`config.mk`:
```
export PLATFORM = sky130hd
export DESIGN_NAME = jogador_automatico
export DESIGN_NICKNAME = d
export VERILOG_FILES = /design/src/rtl/jogador_automatico.sv
export SDC_FILE = /design/constraint.sdc
export NUM_CORES = 1
export LEC_CHECK = 0
export ABC_AREA = 0
export CAP_MARGIN = 30
export CELL_PAD_IN_SITES_DETAIL_PLACEMENT = 0
export CELL_PAD_IN_SITES_GLOBAL_PLACEMENT = 1
export CORE_ASPECT_RATIO = 0.6
export CORE_UTILIZATION = 44
export DETAILED_ROUTE_END_ITERATION = 8
export PLACE_DENSITY = 0.84
export SLEW_MARGIN = 20
export SYNTH_ARGS = -nofsm -noshare
export SYNTH_HDL_FRONTEND = slang
export SYNTH_SLANG_ARGS = --single-unit
```
`constraint.sdc`:
```
create_clock -name clock -period 3.1 [get_ports clock]
set_input_delay 0.31 -clock clock [delete_from_list [all_inputs] [get_ports clock]]
set_output_delay 0.31 -clock clock [all_outputs]
set_load 0.02 [all_outputs]
```
`src/rtl/jogador_automatico.sv`:
```
// rtl/jogador_automatico.sv - automatic memory-game player: records the LED sequence, replays it as key presses
module jogador_automatico #(
    parameter int MAX_SEQ      = 16,
    parameter int QUIET_CYCLES = 8,
    parameter int HOLD_CYCLES  = 2,
    parameter int GAP_CYCLES   = 3,
    localparam int TW          = $clog2(MAX_SEQ + 1)
) (
    input  logic          clock,
    input  logic          reset,
    input  logic          enable,
    input  logic [3:0]    leds,
    input  logic          acertou,
    input  logic          errou,
    output logic [3:0]    chaves,
    output logic          gravando,
    output logic          reproduzindo,
    output logic [TW-1:0] tamanho,
    output logic          overflow,
    output logic [3:0]    db_estado
);

    localparam int QW = $clog2(QUIET_CYCLES + 1);
    localparam int HW = $clog2(HOLD_CYCLES + 1);
    localparam int GW = $clog2(GAP_CYCLES + 1);

    typedef enum logic [3:0] {
        OCIOSO     = 4'h0,
        ESPERA_LED = 4'h1,
        GRAVA      = 4'h2,
        SILENCIO   = 4'h3,
        PRESSIONA  = 4'h4,
        SOLTA      = 4'h5,
        FIM        = 4'hF
    } estado_t;

    estado_t       state_q, state_d;
    logic [3:0]    chaves_q, chaves_d;
    logic [TW-1:0] tamanho_q, tamanho_d;
    logic [TW-1:0] idx_q, idx_d, idx_nxt;
    logic          overflow_q, overflow_d;
    logic [3:0]    last_q, last_d;
    logic [QW-1:0] quiet_q, quiet_d;
    logic [HW-1:0] hold_q, hold_d;
    logic [GW-1:0] gap_q, gap_d;
    logic [3:0]    mem_q [MAX_SEQ];
    logic [3:0]    rd_cur, rd_nxt;
    logic          rec, wr_en;

    assign idx_nxt = idx_q + TW'(1);

    always_comb begin
        rd_cur = '0;
        rd_nxt = '0;
        for (int i = 0; i < MAX_SEQ; i++) begin
            if (idx_q == TW'(i))   rd_cur = mem_q[i];
            if (idx_nxt == TW'(i)) rd_nxt = mem_q[i];
        end
    end

    always_comb begin
        state_d    = state_q;
        chaves_d   = '0;
        tamanho_d  = tamanho_q;
        idx_d      = idx_q;
        overflow_d = overflow_q;
        last_d     = last_q;
        quiet_d    = quiet_q;
        hold_d     = hold_q;
        gap_d      = gap_q;
        rec        = 1'b0;
        wr_en      = 1'b0;

        case (state_q)
            OCIOSO: begin
                if (enable) begin
                    state_d   = ESPERA_LED;
                    tamanho_d = '0;
                    idx_d     = '0;
                end
            end
            ESPERA_LED: begin
                if (leds != 4'd0) begin
                    rec     = 1'b1;
                    state_d = GRAVA;
                end
            end
            GRAVA: begin
                if (leds == 4'd0) begin
                    state_d = SILENCIO;
                    quiet_d = QW'(1);
                end else if (leds != last_q) begin
                    rec = 1'b1;
                end
            end
            SILENCIO: begin
                if (leds != 4'd0) begin
                    rec     = 1'b1;
                    state_d = GRAVA;
                    quiet_d = '0;
                end else if (quiet_q >= QW'(QUIET_CYCLES - 1)) begin
                    // This sample is the last dark one needed: first press starts next cycle
                    state_d  = PRESSIONA;
                    hold_d   = HW'(1);
                    chaves_d = rd_cur;
                end else if (quiet_q < QW'(QUIET_CYCLES)) begin
                    quiet_d = quiet_q + QW'(1);
                end
            end
            PRESSIONA: begin
                if (hold_q >= HW'(HOLD_CYCLES)) begin
                    state_d = SOLTA;
                    gap_d   = GW'(1);
                end else begin
                    hold_d   = hold_q + HW'(1);
                    chaves_d = rd_cur;
                end
            end
            SOLTA: begin
                if (gap_q >= GW'(GAP_CYCLES)) begin
                    if (idx_nxt < tamanho_q) begin
                        state_d  = PRESSIONA;
                        idx_d    = idx_nxt;
                        hold_d   = HW'(1);
                        chaves_d = rd_nxt;
                    end else begin
                        state_d   = ESPERA_LED;
                        tamanho_d = '0;
                        idx_d     = '0;
                    end
                end else begin
                    gap_d = gap_q + GW'(1);
                end
            end
            FIM: ;
            default: state_d = OCIOSO;
        endcase

        if (rec) begin
            last_d = leds;
            if (tamanho_q == TW'(MAX_SEQ)) begin
                overflow_d = 1'b1;
            end else begin
                wr_en     = 1'b1;
                tamanho_d = tamanho_q + TW'(1);
            end
        end

        // Overrides are applied last so they cancel any record or expiry decided above
        if (!enable) begin
            state_d    = OCIOSO;
            chaves_d   = '0;
            overflow_d = 1'b0;
            tamanho_d  = '0;
            wr_en      = 1'b0;
        end else if ((acertou || errou) && state_q != OCIOSO) begin
            state_d    = FIM;
            chaves_d   = '0;
            tamanho_d  = tamanho_q;
            overflow_d = overflow_q;
            idx_d      = idx_q;
            wr_en      = 1'b0;
        end
    end

    always_ff @(posedge clock or negedge reset) begin
        if (!reset) begin
            state_q    <= OCIOSO;
            chaves_q   <= '0;
            tamanho_q  <= '0;
            idx_q      <= '0;
            overflow_q <= 1'b0;
            last_q     <= '0;
            quiet_q    <= '0;
            hold_q     <= '0;
            gap_q      <= '0;
        end else begin
            state_q    <= state_d;
            chaves_q   <= chaves_d;
            tamanho_q  <= tamanho_d;
            idx_q      <= idx_d;
            overflow_q <= overflow_d;
            last_q     <= last_d;
            quiet_q    <= quiet_d;
            hold_q     <= hold_d;
            gap_q      <= gap_d;
        end
    end

    always_ff @(posedge clock) begin
        for (int i = 0; i < MAX_SEQ; i++) begin
            if (wr_en && tamanho_q == TW'(i)) mem_q[i] <= leds;
        end
    end

    assign chaves       = chaves_q;
    assign tamanho      = tamanho_q;
    assign overflow     = overflow_q;
    assign db_estado    = state_q;
    assign gravando     = (state_q == ESPERA_LED) || (state_q == GRAVA) || (state_q == SILENCIO);
    assign reproduzindo = (state_q == PRESSIONA) || (state_q == SOLTA);

endmodule

```
==> flow_metrics.py <==
metrics = {
    "die": {
        "ioPinCount": 25,
        "die_w_um": 152,
        "rows": 32,
        "fp.dieArea_um2": 14000,
        "coreArea_um2": 13000,
        "start_util_pct": 45.7,
        "die_h_um": 92.0,
    },
    "power": {
        "p_leak_uw": 0.00252,
        "power_density_nw_per_um2": 609,
        "peakVddDrop_mv": 0.256,
        "finalPower_uw": 4190,
    },
    "placed_design": {
        "dp_hpwl_um": 16100,
        "io_buffers": 24,
        "finalWeightedCongestion": 1.03,
        "dpl_cell_area_um2": 6550,
        "placedCellCount": 816,
        "place_ws_ns": 0.189,
    },
    "detailed_routing": {
        "drc": 0,
        "route.vias.total": 5733,
        "dr.pass1.iters": 6,
        "drtIter0Drc": 968,
        "wl_per_cell_um": 25.7,
        "ant_nets": 0,
        "viasPerCell": 6.88,
        "routed_wirelength_um": 21400,
    },
    "cells_and_area": {
        "drive_gt1_share_pct": 13.1,
        "fin_nets": 685,
        "layoutNonFillerInstCount": 833,
        "synthToLayoutAreaGrowth_pct": 15.7,
        "num_antenna_cells": 0,
        "fin_area_um2": 6870,
    },
    "critical_path": {
        "criticalPathCategory": "register to register",
        "setup.worst_path.start": "idx_q[0]$_DFFE_PN0P_",
        "rr_startpoint": "idx_q[0]$_DFFE_PN0P_",
        "path_max_fanout": 10,
        "worstPathArrival_ns": 3.24,
        "slowest_delay_ns": 0.56,
        "cp_slowest_cell": "ha_1",
        "reg2regPathDepth": 9,
        "worstReg2RegEnd": "chaves[0]$_DFF_PN0_",
        "required_ns": 3.32,
        "crit_path_end_kind": "register",
        "cp_top_family": "buffers and inverters",
        "crit_buf_inv": 4,
        "crit_end": "chaves[0]$_DFF_PN0_",
        "critPathLaunchType": "register",
        "r2r_slack_ns": 0.08,
        "path_cells": "buf_4 > inv_1 > ha_1 > inv_1 > buf_4 > nor2_1 > a311oi_1 > a221oi_1 > o32ai_1",
        "cp.depth": 9,
    },
    "synthesis": {
        "netlist_area_um2": 5940,
        "synth.avg_cell_area_um2": 9.55,
        "yosys.area_share.xor_xnor_pct": 0.737,
        "synth.most_common_cell": "edfxtp_1",
        "syn_nets": 649,
        "async_flop_share_pct": 32.6,
        "yosys.area_share.simple_pct": 19.0,
        "ys_top_cells_by_count": "edfxtp_1 (64), a21oi_1 (46), nand2_1 (40), nor2_1 (40), o21ai_0 (39)",
        "muxShareOfSynthArea_pct": 0.906,
        "synth_compound_area_share_pct": 25.2,
        "synthTopCellsByArea": "edfxtp_1 (32%), dfrtp_1 (13%), a21oi_1 (3.9%)",
        "synth_cell_types": 82,
        "ys_seq_area_share_pct": 45.4,
        "yosysTopAreaCellShare_pct": 32.4,
        "synth-edff-count": 64,
        "synth_seq_cells": 95,
        "synth_top_family_by_area": "compound AO/OA/AOI/OAI gates",
        "synth_cells": 622,
        "synth-adder-area-share_pct": 3.79,
        "synth_ff_type": "edfxtp_1",
        "yosysTopAreaCell": "edfxtp_1",
        "synth.yosys.warnings": 0,
    },
    "sta": {
        "hold_viol_final": 0,
        "rsz0062_at_grt": "false",
        "clock.fmax_mhz": 331,
        "slew_headroom_pct": 56.6,
        "finalClockSkew_ns": 0.00869,
        "setup_viol": 0,
        "worst_pin_slew_ns": 0.644,
        "setup_ws_ns": 0.0828,
        "tns_ns": 0,
        "period_needed_ns": 3.02,
        "fin_crit_sh_pct": 97.3,
        "maxSlewViolCount": 0,
    },
    "clock_tree": {
        "cts_tree": "yes",
        "clk_pin_slew_ns": 0.08,
        "cts_buffers": 9,
        "cts_hold_buf": 0,
        "clkLatencyLatePin_ns": 0.35,
        "clock-root-buffer": "clkbuf_16",
        "cts.sinks": 95,
        "h-tree-depth": 3,
        "clock_path_buffers": 2,
    },
    "global_routing": {
        "grt_util_all_layers_pct": 31.7,
        "grt_overflow": 0,
        "grt_pass1_wl_um": 32500,
        "antenna_found_initial": 1,
        "grt_max_degree": 33,
        "grt_pass1_vias": 5156,
    },
    "run": {
        "drv_cap": 0,
    },
    "status": {
        "outcome": "finished, final reports clean",
    },
    "hold_path": {
        "hp-class": "primary input to async pin",
    },
}
[area by class of cell]
type | count | area [µm²]
Clock buffer | 9 | 225
Clock inverter | 7 | 81.3
Fill cell | 1105 | 6140
Inverter | 28 | 106
Multi-Input combinational cell | 454 | 2950
Sequential cell | 95 | 2700
Tap cell | 170 | 213
Timing Repair Buffer | 70 | 596
[what timing repair did]
action / 4_1_cts / 5_1_grt
setup endpoints to repair: 0 / 4
resized for setup: 0 / 3
setup buffers: 0 / 0
[where the power goes]
group	total (µW)	switching (µW)	internal, µW	leakage (µW)
clock network	1160	580	576	0.000150
registers	1530	87.3	1440	0.000985
logic	1500	912	589	0.00138
total	4190	1580	2610	0.00252
[layout by cell type (no fill, tap or decap), types with 24 or more instances in the layout]
cell,netlist,layout
o21ai_0,39,38
clkdlybuf4s50_1,0,24
nand2_1,40,40
buf_4,1,44
dfrtp_1,31,31
edfxtp_1,64,64
a21oi_1,46,46
nor2_1,40,40
inv_1,27,27
[cell families after synthesis]
family | Yosys count
compound gates | 217
simple gates | 209
flops | 95
buf+inv | 73
fa+ha+maj | 18
xor+xnor | 5
mux | 5
[state kept, by name (all words and copies together) (netlist names), 4 cells and up]
name	cells
mem_q	64
idx_q	5
tamanho	5
chaves	4
db_estado	4
last_q	4
quiet_q	4
[worst min-delay path by stage]
stage	start	to	slack [ns]	cells after the start
floorplan	reset	chaves[0]$_DFF_PN0_	0.01	0
global placement	gap_q[0]$_DFFE_PN0P_	gap_q[0]$_DFFE_PN0P_	0.46	1
detailed placement	gap_q[0]$_DFFE_PN0P_	gap_q[0]$_DFFE_PN0P_	0.49	1
CTS	reset	last_q[3]$_DFFE_PN0P_	0.36	2
global route	reset	quiet_q[3]$_DFFE_PN0P_	0.41	2
finish	reset	quiet_q[3]$_DFFE_PN0P_	0.35	2
[worst register-to-register path, delay by kind of cell, from the launching register on]
family / cells / cell delay, ns
flip-flops: 1 / 0.39
buffers and inverters: 4 / 0.83
AND/OR/NAND/NOR: 1 / 0.34
adder cells (fa/ha/maj): 1 / 0.56
AO/OA/AOI/OAI: 3 / 0.78
[per-layer routing]
metal  wire length [µm]  global-route usage [%]
met1              10200                    51.0
met2               7580                    37.9
met4                249                    5.53
met5                  0                       0
met3               3350                    12.7
[through the flow]
step | hold WS, ns | utilization [%]
2_1_floorplan | 0.0144 | -
3_3_place_gp | 0.465 | 50.4
3_5_place_dp | 0.489 | 50.4
4_1_cts | 0.359 | 52.7
5_1_grt | 0.406 | 52.8
6_report | 0.352 | 52.8
(Power assumes the default switching activity.)
